--- config.mk ---
export PLATFORM = sky130hd
export DESIGN_NAME = hps_regfile_dsp_flat
export DESIGN_NICKNAME = d
export VERILOG_FILES = /design/src/rtl/hps_regfile_pkg.sv /design/src/rtl/hps_regfile_dsp_if.sv /design/src/rtl/hps_regfile_edge_det.sv /design/src/rtl/hps_regfile_dsp.sv /design/src/flat_wrapper.sv
export SDC_FILE = /design/constraint.sdc
export NUM_CORES = 1
export LEC_CHECK = 0
export CORE_MARGIN = 8
export CORE_UTILIZATION = 55
export DETAILED_ROUTE_END_ITERATION = 8
export PLACE_DENSITY_LB_ADDON = 0.1
export SLEW_MARGIN = 15
export SYNTH_ARGS = -nofsm -noshare
export SYNTH_HDL_FRONTEND = slang
export SYNTH_SLANG_ARGS = --single-unit
--- constraint.sdc ---
create_clock -name clk_dsp -period 4.1 [get_ports clk_dsp]
set_clock_uncertainty 0.1 [all_clocks]
set_input_delay 0.615 -clock clk_dsp [delete_from_list [all_inputs] [get_ports clk_dsp]]
set_output_delay 0.615 -clock clk_dsp [all_outputs]
set_load 0.1 [all_outputs]
--- src/rtl/hps_regfile_pkg.sv ---
// Shared constants for the HPS-to-DSP register file: word addresses, CTRL/STATUS
// bit positions and the default ID value.
package hps_regfile_pkg;
   localparam int unsigned ADDR_ID        = 32'h00;
   localparam int unsigned ADDR_CTRL      = 32'h01;
   localparam int unsigned ADDR_STATUS    = 32'h02;
   localparam int unsigned ADDR_FRAME_CNT = 32'h03;
   localparam int unsigned ADDR_PARAM0    = 32'h04;

   localparam int CTRL_ENABLE     = 0;
   localparam int CTRL_SOFT_RESET = 1;
   localparam int CTRL_APPLY_NOW  = 2;

   localparam int STAT_OVERFLOW = 0;
   localparam int STAT_PENDING  = 1;

   localparam logic [31:0] ID_DEFAULT = 32'h4844_5201;
endpackage

--- src/rtl/hps_regfile_dsp_if.sv ---
// Avalon-MM bus as seen in the clk_dsp domain: the bridge drives it as master,
// the register file responds as slave.
interface hps_regfile_dsp_if #(
   parameter int WIDTH_ADDR = 8,
   parameter int WIDTH_DATA = 32,
   parameter int WIDTH_BE   = 8
);
   logic                  avl_write_dsp;
   logic                  avl_chipselect_dsp;
   logic [WIDTH_ADDR-1:0] avl_address_dsp;
   logic [WIDTH_BE-1:0]   avl_byteenable_dsp;
   logic [WIDTH_DATA-1:0] avl_writedata_dsp;
   logic [WIDTH_DATA-1:0] avl_readdata_dsp;

   modport master (
      output avl_write_dsp, avl_chipselect_dsp, avl_address_dsp,
             avl_byteenable_dsp, avl_writedata_dsp,
      input  avl_readdata_dsp
   );
   modport slave (
      input  avl_write_dsp, avl_chipselect_dsp, avl_address_dsp,
             avl_byteenable_dsp, avl_writedata_dsp,
      output avl_readdata_dsp
   );
endinterface

--- src/rtl/hps_regfile_edge_det.sv ---
// Rising-edge detector. History resets to 1 so a level already high when reset
// releases is not reported as an edge.
module hps_regfile_edge_det (
   input  logic clk_dsp,
   input  logic reset_n,
   input  logic sig,
   output logic rise
);
   logic hist;

   always_ff @(posedge clk_dsp or negedge reset_n)
      if (!reset_n) hist <= 1'b1;
      else          hist <= sig;

   assign rise = sig & ~hist;
endmodule

--- src/rtl/hps_regfile_dsp.sv ---
// HPS-to-DSP register file with frame-boundary double-buffered parameters.
// Build option: define HPS_REGFILE_FRAME_CNT_EN to implement the FRAME_CNT counter.
module hps_regfile_dsp
   import hps_regfile_pkg::*;
#(
   parameter int                    WIDTH_ADDR = 8,
   parameter int                    WIDTH_DATA = 32,
   parameter int                    WIDTH_BE   = 8,
   parameter int                    NUM_PARAM  = 4,
   parameter logic [WIDTH_DATA-1:0] ID_VALUE   = ID_DEFAULT
) (
   input  logic                                 clk_dsp,
   input  logic                                 reset_n,
   hps_regfile_dsp_if.slave                     avl,
   input  logic                                 vsync_in,
   input  logic                                 overflow_in,
   output logic                                 ctrl_enable,
   output logic                                 soft_reset_pulse,
   output logic [NUM_PARAM-1:0][WIDTH_DATA-1:0] param_active
);
   localparam int NB = WIDTH_DATA / 8;

   logic [31:0]                          addr_w;
   logic                                 wr_en, rd_en, ctrl_wr, stat_wr;
   logic                                 apply_now, vsync_rise, update;
   logic [NUM_PARAM-1:0]                 param_sel;
   logic                                 param_wr;
   logic                                 ovf_sticky, shadow_pending;
   logic [NUM_PARAM-1:0][WIDTH_DATA-1:0] shadow;
   logic [WIDTH_DATA-1:0]                rd_mux;
   logic                                 unused_be;

   assign addr_w  = 32'(avl.avl_address_dsp);
   assign wr_en   = avl.avl_chipselect_dsp &  avl.avl_write_dsp;
   assign rd_en   = avl.avl_chipselect_dsp & ~avl.avl_write_dsp;
   // Control/status bits all live in byte lane 0, so that lane gates their effects.
   assign ctrl_wr = wr_en && addr_w == ADDR_CTRL   && avl.avl_byteenable_dsp[0];
   assign stat_wr = wr_en && addr_w == ADDR_STATUS && avl.avl_byteenable_dsp[0];
   assign apply_now = ctrl_wr & avl.avl_writedata_dsp[CTRL_APPLY_NOW];
   assign update    = vsync_rise | apply_now;
   assign unused_be = ^avl.avl_byteenable_dsp;

   hps_regfile_edge_det u_vsync_edge (
      .clk_dsp (clk_dsp),
      .reset_n (reset_n),
      .sig     (vsync_in),
      .rise    (vsync_rise)
   );

   for (genvar i = 0; i < NUM_PARAM; i++) begin : g_param_sel
      assign param_sel[i] = wr_en && (addr_w == ADDR_PARAM0 + i);
   end
   assign param_wr = |param_sel;

   always_ff @(posedge clk_dsp or negedge reset_n)
      if (!reset_n) shadow <= '0;
      else
         for (int i = 0; i < NUM_PARAM; i++)
            for (int b = 0; b < NB; b++)
               if (param_sel[i] && avl.avl_byteenable_dsp[b])
                  shadow[i][b*8 +: 8] <= avl.avl_writedata_dsp[b*8 +: 8];

   // Copy takes the pre-write shadow; a coincident PARAM write keeps pending set.
   always_ff @(posedge clk_dsp or negedge reset_n)
      if (!reset_n) begin
         ctrl_enable      <= 1'b0;
         soft_reset_pulse <= 1'b0;
         ovf_sticky       <= 1'b0;
         shadow_pending   <= 1'b0;
         param_active     <= '0;
      end else begin
         soft_reset_pulse <= ctrl_wr & avl.avl_writedata_dsp[CTRL_SOFT_RESET];
         if (ctrl_wr) ctrl_enable <= avl.avl_writedata_dsp[CTRL_ENABLE];
         if (overflow_in)                                       ovf_sticky <= 1'b1;
         else if (stat_wr && avl.avl_writedata_dsp[STAT_OVERFLOW]) ovf_sticky <= 1'b0;
         if (update) begin
            param_active   <= shadow;
            shadow_pending <= param_wr;
         end else if (param_wr) begin
            shadow_pending <= 1'b1;
         end
      end

`ifdef HPS_REGFILE_FRAME_CNT_EN
   logic [31:0] frame_cnt;

   always_ff @(posedge clk_dsp or negedge reset_n)
      if (!reset_n)        frame_cnt <= '0;
      else if (vsync_rise) frame_cnt <= frame_cnt + 32'd1;
`endif

   always_comb begin
      rd_mux = '0;
      case (addr_w)
         ADDR_ID:     rd_mux = ID_VALUE;
         ADDR_CTRL:   rd_mux[CTRL_ENABLE] = ctrl_enable;
         ADDR_STATUS: begin
            rd_mux[STAT_OVERFLOW] = ovf_sticky;
            rd_mux[STAT_PENDING]  = shadow_pending;
         end
`ifdef HPS_REGFILE_FRAME_CNT_EN
         ADDR_FRAME_CNT: rd_mux = WIDTH_DATA'(frame_cnt);
`endif
         default:
            for (int i = 0; i < NUM_PARAM; i++)
               if (addr_w == ADDR_PARAM0 + i) rd_mux = shadow[i];
      endcase
   end

   always_ff @(posedge clk_dsp or negedge reset_n)
      if (!reset_n)   avl.avl_readdata_dsp <= '0;
      else if (rd_en) avl.avl_readdata_dsp <= rd_mux;
endmodule

--- src/flat_wrapper.sv ---
// flat-port wrapper written by rule: the top's interface ports become plain ports
module hps_regfile_dsp_flat import hps_regfile_pkg::*;
#(
   parameter int                    WIDTH_ADDR = 8,
   parameter int                    WIDTH_DATA = 32,
   parameter int                    WIDTH_BE   = 8,
   parameter int                    NUM_PARAM  = 4,
   parameter logic [WIDTH_DATA-1:0] ID_VALUE   = ID_DEFAULT
)
  (clk_dsp, reset_n, vsync_in, overflow_in, ctrl_enable, soft_reset_pulse, param_active, avl_avl_write_dsp, avl_avl_chipselect_dsp, avl_avl_address_dsp, avl_avl_byteenable_dsp, avl_avl_writedata_dsp, avl_avl_readdata_dsp);
  hps_regfile_dsp_if #(.WIDTH_ADDR(WIDTH_ADDR), .WIDTH_DATA(WIDTH_DATA), .WIDTH_BE(WIDTH_BE)) avl_i ();
  input  logic clk_dsp;
  input  logic reset_n;
  input  logic vsync_in;
  input  logic overflow_in;
  output logic ctrl_enable;
  output logic soft_reset_pulse;
  output logic [NUM_PARAM-1:0][WIDTH_DATA-1:0] param_active;
  input wire logic [$bits(avl_i.avl_write_dsp)-1:0] avl_avl_write_dsp;
  input wire logic [$bits(avl_i.avl_chipselect_dsp)-1:0] avl_avl_chipselect_dsp;
  input wire logic [$bits(avl_i.avl_address_dsp)-1:0] avl_avl_address_dsp;
  input wire logic [$bits(avl_i.avl_byteenable_dsp)-1:0] avl_avl_byteenable_dsp;
  input wire logic [$bits(avl_i.avl_writedata_dsp)-1:0] avl_avl_writedata_dsp;
  output wire logic [$bits(avl_i.avl_readdata_dsp)-1:0] avl_avl_readdata_dsp;
  assign avl_i.avl_write_dsp = avl_avl_write_dsp;
  assign avl_i.avl_chipselect_dsp = avl_avl_chipselect_dsp;
  assign avl_i.avl_address_dsp = avl_avl_address_dsp;
  assign avl_i.avl_byteenable_dsp = avl_avl_byteenable_dsp;
  assign avl_i.avl_writedata_dsp = avl_avl_writedata_dsp;
  assign avl_avl_readdata_dsp = avl_i.avl_readdata_dsp;
  hps_regfile_dsp #(.WIDTH_ADDR(WIDTH_ADDR), .WIDTH_DATA(WIDTH_DATA), .WIDTH_BE(WIDTH_BE), .NUM_PARAM(NUM_PARAM), .ID_VALUE(ID_VALUE)) u_core (.clk_dsp(clk_dsp), .reset_n(reset_n), .avl(avl_i), .vsync_in(vsync_in), .overflow_in(overflow_in), .ctrl_enable(ctrl_enable), .soft_reset_pulse(soft_reset_pulse), .param_active(param_active));
endmodule
---- After elaboration in Yosys (flattened, before gate mapping) ----
Cells that the tools add are included.
operators by class
  reductions and logical operators ........ 31
  multiplexer cells ....................... 11
  bitwise operators ....................... 8
  eq/ne operators ......................... 6
operators by type and width
  kind                                                  number
  two-way mux 32 bit                                    4
  case mux 30 bit (2 select lines)                      1
  equality test 8 x 3 -> 1 bit (second input constant)  4
  logical NOT 32 bit                                    1
  logical AND 1 bit                                     25
  equality test 8 x 1 -> 1 bit (second input constant)  1
  equality test 8 x 2 -> 1 bit (second input constant)  1
  AND 1 bit                                             5
  two-way mux 1 bit                                     4
  nonzero test 2 bit                                    2
  OR reduction 2 bit                                    2
  OR reduction 4 bit                                    1
  case mux 1 bit (3 select lines)                       1
  inverter 1 bit                                        2
  case mux 1 bit (2 select lines)                       1
  OR 1 bit                                              1
word-level totals
  bits in registers ....................... 293
  word-level logic and storage cells ...... 82
  output and inout bits ................... 162

---- Depth between registers and ports, before layout ----
  word-level depth ........................ 6
  gate-level depth with buffers ........... 7

---- Modules after synthesis ----
Synthesis repeated with hierarchy kept, for this count alone.
unflattened totals
  cells, all modules ...................... 709
  area, all modules ....................... 12,210.5 µm²
by module, submodules not included
  module                times used  cells an instance  area an instance (µm²)
  hps_regfile_dsp       1           707                12,170.4
  hps_regfile_edge_det  1           2                  40.0

---- Worst setup path after synthesis ----
OpenSTA, ideal clock, no wires.
  path type ............................... in2reg
  start ................................... input port avl_avl_address_dsp[3]
  end ..................................... register u_core.param_active[54] in the netlist's numbering
  setup time .............................. 0.125 ns
  path buffers ............................ 2
  arrival time ............................ 2.656 ns
  stages .................................. 6
  slack ................................... 1.218 ns
  cell sequence ........................... or4_4 -> or4_4 -> o32ai_4 -> buf_6 -> clkbuf_8 -> mux2_2
on the way
  longest elaborated chain between the ends .. 5
RTL lines
  what                             RTL line               RTL
  start, declared                  flat_wrapper.sv:21     input wire logic [$bits(avl_i.avl_address_dsp)-1:0] avl_avl_address_dsp;
  equality test 8 x 1 -> 1 bit     hps_regfile_dsp.sv:37  assign ctrl_wr = wr_en && addr_w == ADDR_CTRL && avl.avl_byteenable_dsp[0];
  logical AND 1 bit (2 in series)  hps_regfile_dsp.sv:37
  AND 1 bit                        hps_regfile_dsp.sv:39  assign apply_now = ctrl_wr & avl.avl_writedata_dsp[CTRL_APPLY_NOW];
  OR 1 bit                         hps_regfile_dsp.sv:40  assign update = vsync_rise | apply_now;
  end signal, assigned             hps_regfile_dsp.sv:77  param_active <= shadow;
  end, declared                    hps_regfile_dsp.sv:19  output logic [NUM_PARAM-1:0][WIDTH_DATA-1:0] param_active
Every way passes these cells.
A chain may end at the register's enable or synchronous reset.

---- Final worst setup path ----
  start ................................... input port avl_avl_address_dsp[3]
  end ..................................... register u_core.shadow[117] in the netlist's numbering
on the way
  longest elaborated chain between the ends .. 3
RTL lines
  what                           RTL line               RTL
  equality test 8 x 3 -> 1 bit   hps_regfile_dsp.sv:51  assign param_sel[i] = wr_en && (addr_w == ADDR_PARAM0 + i);
  logical AND 1 bit              hps_regfile_dsp.sv:51
  logical AND 1 bit              hps_regfile_dsp.sv:60  if (param_sel[i] && avl.avl_byteenable_dsp[b])
  end signal, assigned by index  hps_regfile_dsp.sv:61  shadow[i][b*8 +: 8] <= avl.avl_writedata_dsp[b*8 +: 8];
  end, declared                  hps_regfile_dsp.sv:29  logic [NUM_PARAM-1:0][WIDTH_DATA-1:0] shadow;
Every way passes these cells.

==> reports/metrics.cfg <==
[synth]
ys_seq_area_share_pct=60.5
synth_simple_gate_area_share_pct=3.74
synth_top_family_by_area=multiplexers
avgSynthCellArea_sq_um=15.0
syn_inst=806
synth-compound-area-share_pct=6.85
synth-xor-area-share_pct=0
syn-cell-area_sq_um=12100
yosys_warnings=0
synth_fp_nets=860
yosysUniqueCellTypes=37
synthAdderAreaFrac_pct=0
synth.mux.area_fraction_pct=26.3
ys_ff_latch=293

[sta]
finalSetupViolCount=0
fmax_mhz=331
hold_violations=0
post-route-period-util_pct=73.6
slew_violations=0
tightest_slew_ns=1.05
fin_tns_setup_ns=0
hold-worst-slack_ns=0.0661
min_period_ns=3.02
slew_headroom_pct=29.7
rsz0062_at_grt=false

[setup_path]
cpMaxStageDelayCell=or4b_2
endpoint_kind=flip-flop
criticalPathCategory=input pin to flip-flop
cp.required_ns=4.42
cp_data_arrival_time_ns=3.34
crit_chain=clkdlybuf4s50_1, or4_4, or4b_2, nor2_2, mux2_2
crit_path_start_kind=input pin
max_stage_delay_ns=0.78
crit_fanout=8
rrSetupSlack_ns=2.51

[layout]
drive_gt1_share_pct=34.2
final_cell_mix=292 x dfrtp_1, 257 x mux2_2, 208 x clkdlybuf4s50_1
fin_nets=1078
layout_commonest_cell=dfrtp_1
multi_input_area_sq_um=4490
ff_latch_area_sq_um=7330
final_util_pct=71.5
area_growth_pct=28.4
n_fill_cell=1522

[run]
drv_cap=0

[clock_network]
post_cts_resized=0
insertion_delay_ns=0.54
cts_tree=built
max-clock-path-buffers=3
clock-sinks=293
cts_setup_buffers=0
cts-root-buf=clkbuf_16
postCtsHoldBufs=0
cts_inserted_buffers=30
clk_pin_slew_ns=0.06
htreeDepth=1

[die]
coreArea_sq_um=21800
die_x_microns=164
die_h_microns=164
dieArea_sq_um=27000
initial_core_util_pct=55.7
row_count=54
io_pins=216

[global_route]
overflow=0
grt_pass1_vias=8178
antenna_found_initial=1
track_usage_pct=22.4
grt_pass1_wl_microns=47600
grt_max_degree=128

[routing]
wl_microns=30100
drc=0
drtAntennaViolNets=0
viasPerCell=5.75
vias=7619
drt_first_pass_iters=4
drtIter0Drc=385
post_drt_wl_per_cell_microns=22.7

[place]
dp_hpwl_microns=19700
io_buffer_count=211
routabilityCongestion=0.749

[min_path]
holdCritPathClass=input pin to async pin

[pwr]
ir_drop_mv=0.318
power_density_nw_per_um2=406
leakagePower_nw=7.38

[status]
status=finished, final reports clean

[kinds of logic after synthesis]
family,after synthesis
AOI/OAI and AO/OA,111
buffers and inverters,55
DFF,293
muxes,284
and+or+nand+nor,63
[final timing paths]
check / cells after the start / from / to
max in group asynchronous: 2 / reset_n / u_core.u_vsync_edge.hist
max reg2reg: 3 / u_core.u_vsync_edge.hist / u_core.param_active[49]
max: 5 / avl_avl_address_dsp[3] / u_core.shadow[117]
min reg2reg: 1 / u_core.param_active[29] / u_core.param_active[29]
min in group clk_dsp: 1 / u_core.param_active[29] / u_core.param_active[29]
min: 1 / reset_n / u_core.param_active[90]
[metrics by stage]
step / std cells / total power, mW / setup WS (ns) / instance area [sq um]
2_1_floorplan: 806 / 3.36 / 1.22 / 12100
3_3_place_gp: 1272 / 3.59 / 0.576 / 14500
3_5_place_dp: 1272 / 3.59 / 0.550 / 14500
4_1_cts: 1324 / 6.37 / 1.12 / 15500
5_1_grt: 1325 / 6.52 / 0.997 / 15500
6_report: 1326 / 6.32 / 1.08 / 15600
[state kept, by name, summed over array words and instances (netlist names)]
name and cells:
u_core.avl.avl_readdata_dsp 32, u_core.ctrl_enable 1, u_core.ovf_sticky 1, u_core.param_active 128, u_core.shadow 128, u_core.shadow_pending 1
u_core.soft_reset_pulse 1, u_core.u_vsync_edge.hist 1
[area by class of cell]
type | instances | area share, %
diodes | 2 | 0.0322
clock buffers | 39 | 5.44
clock inverters | 13 | 1.08
inverters | 7 | 0.169
multi-input cells | 458 | 28.9
flip-flops and latches | 293 | 47.2
well taps | 280 | 2.25
repair buffers | 234 | 15.0
[worst max-delay path: cells and delay by family]
kind                   cells  cell delay [ns]
and+or+nand+nor            3             1.91
muxes                      1             0.41
buffers and inverters      1             0.40
[routing by layer]
metal / vias up / track usage [%] / wire, microns
met5: - / 0 / 0
met4: 0 / 5.61 / 621
met3: 39 / 4.96 / 1950
met2: 200 / 35.7 / 14200
met1: 3957 / 30.7 / 13300
li1: 3423 / - / -
[synth_stat cells]
library cell,instances,area (sq um)
a2111oi_1,1,10.0
o32ai_1,7,61.3
nor3_2,5,50.1
o22ai_1,3,18.8
and2_1,1,6.26
a21oi_1,7,35.0
mux2i_1,25,250
clkbuf_1,26,97.6
or4_4,2,22.5
o21ai_0,29,145
buf_6,12,135
a22oi_1,7,52.6
nand3_1,4,20.0
o32ai_4,1,27.5
buf_1,6,22.5
buf_2,3,15.0
mux2_2,257,2890
a2bb2oi_1,1,8.76
nor2_2,4,25.0
nand2_1,4,15.0
nor2b_1,8,50.1
or4b_2,1,10.0
inv_1,7,26.3
mux4_2,2,45.0
nor3b_1,7,52.6
nand2b_1,5,31.3
clkbuf_8,1,13.8
or2_2,2,12.5
dfstp_2,1,26.3
a22o_1,24,210
o31ai_1,1,7.51
or3_1,5,31.3
nor2_1,11,41.3
dfrtp_1,292,7310
nor4_4,4,85.1
o221ai_1,22,193
a21o_1,8,60.1
[where the power goes]
group | internal, mW | switching [mW]
Clock | 1.69 | 1.09
Combinational | 0.178 | 0.391
Sequential | 2.94 | 0.0284
Note: power is estimated with default switching activity, not from simulation.
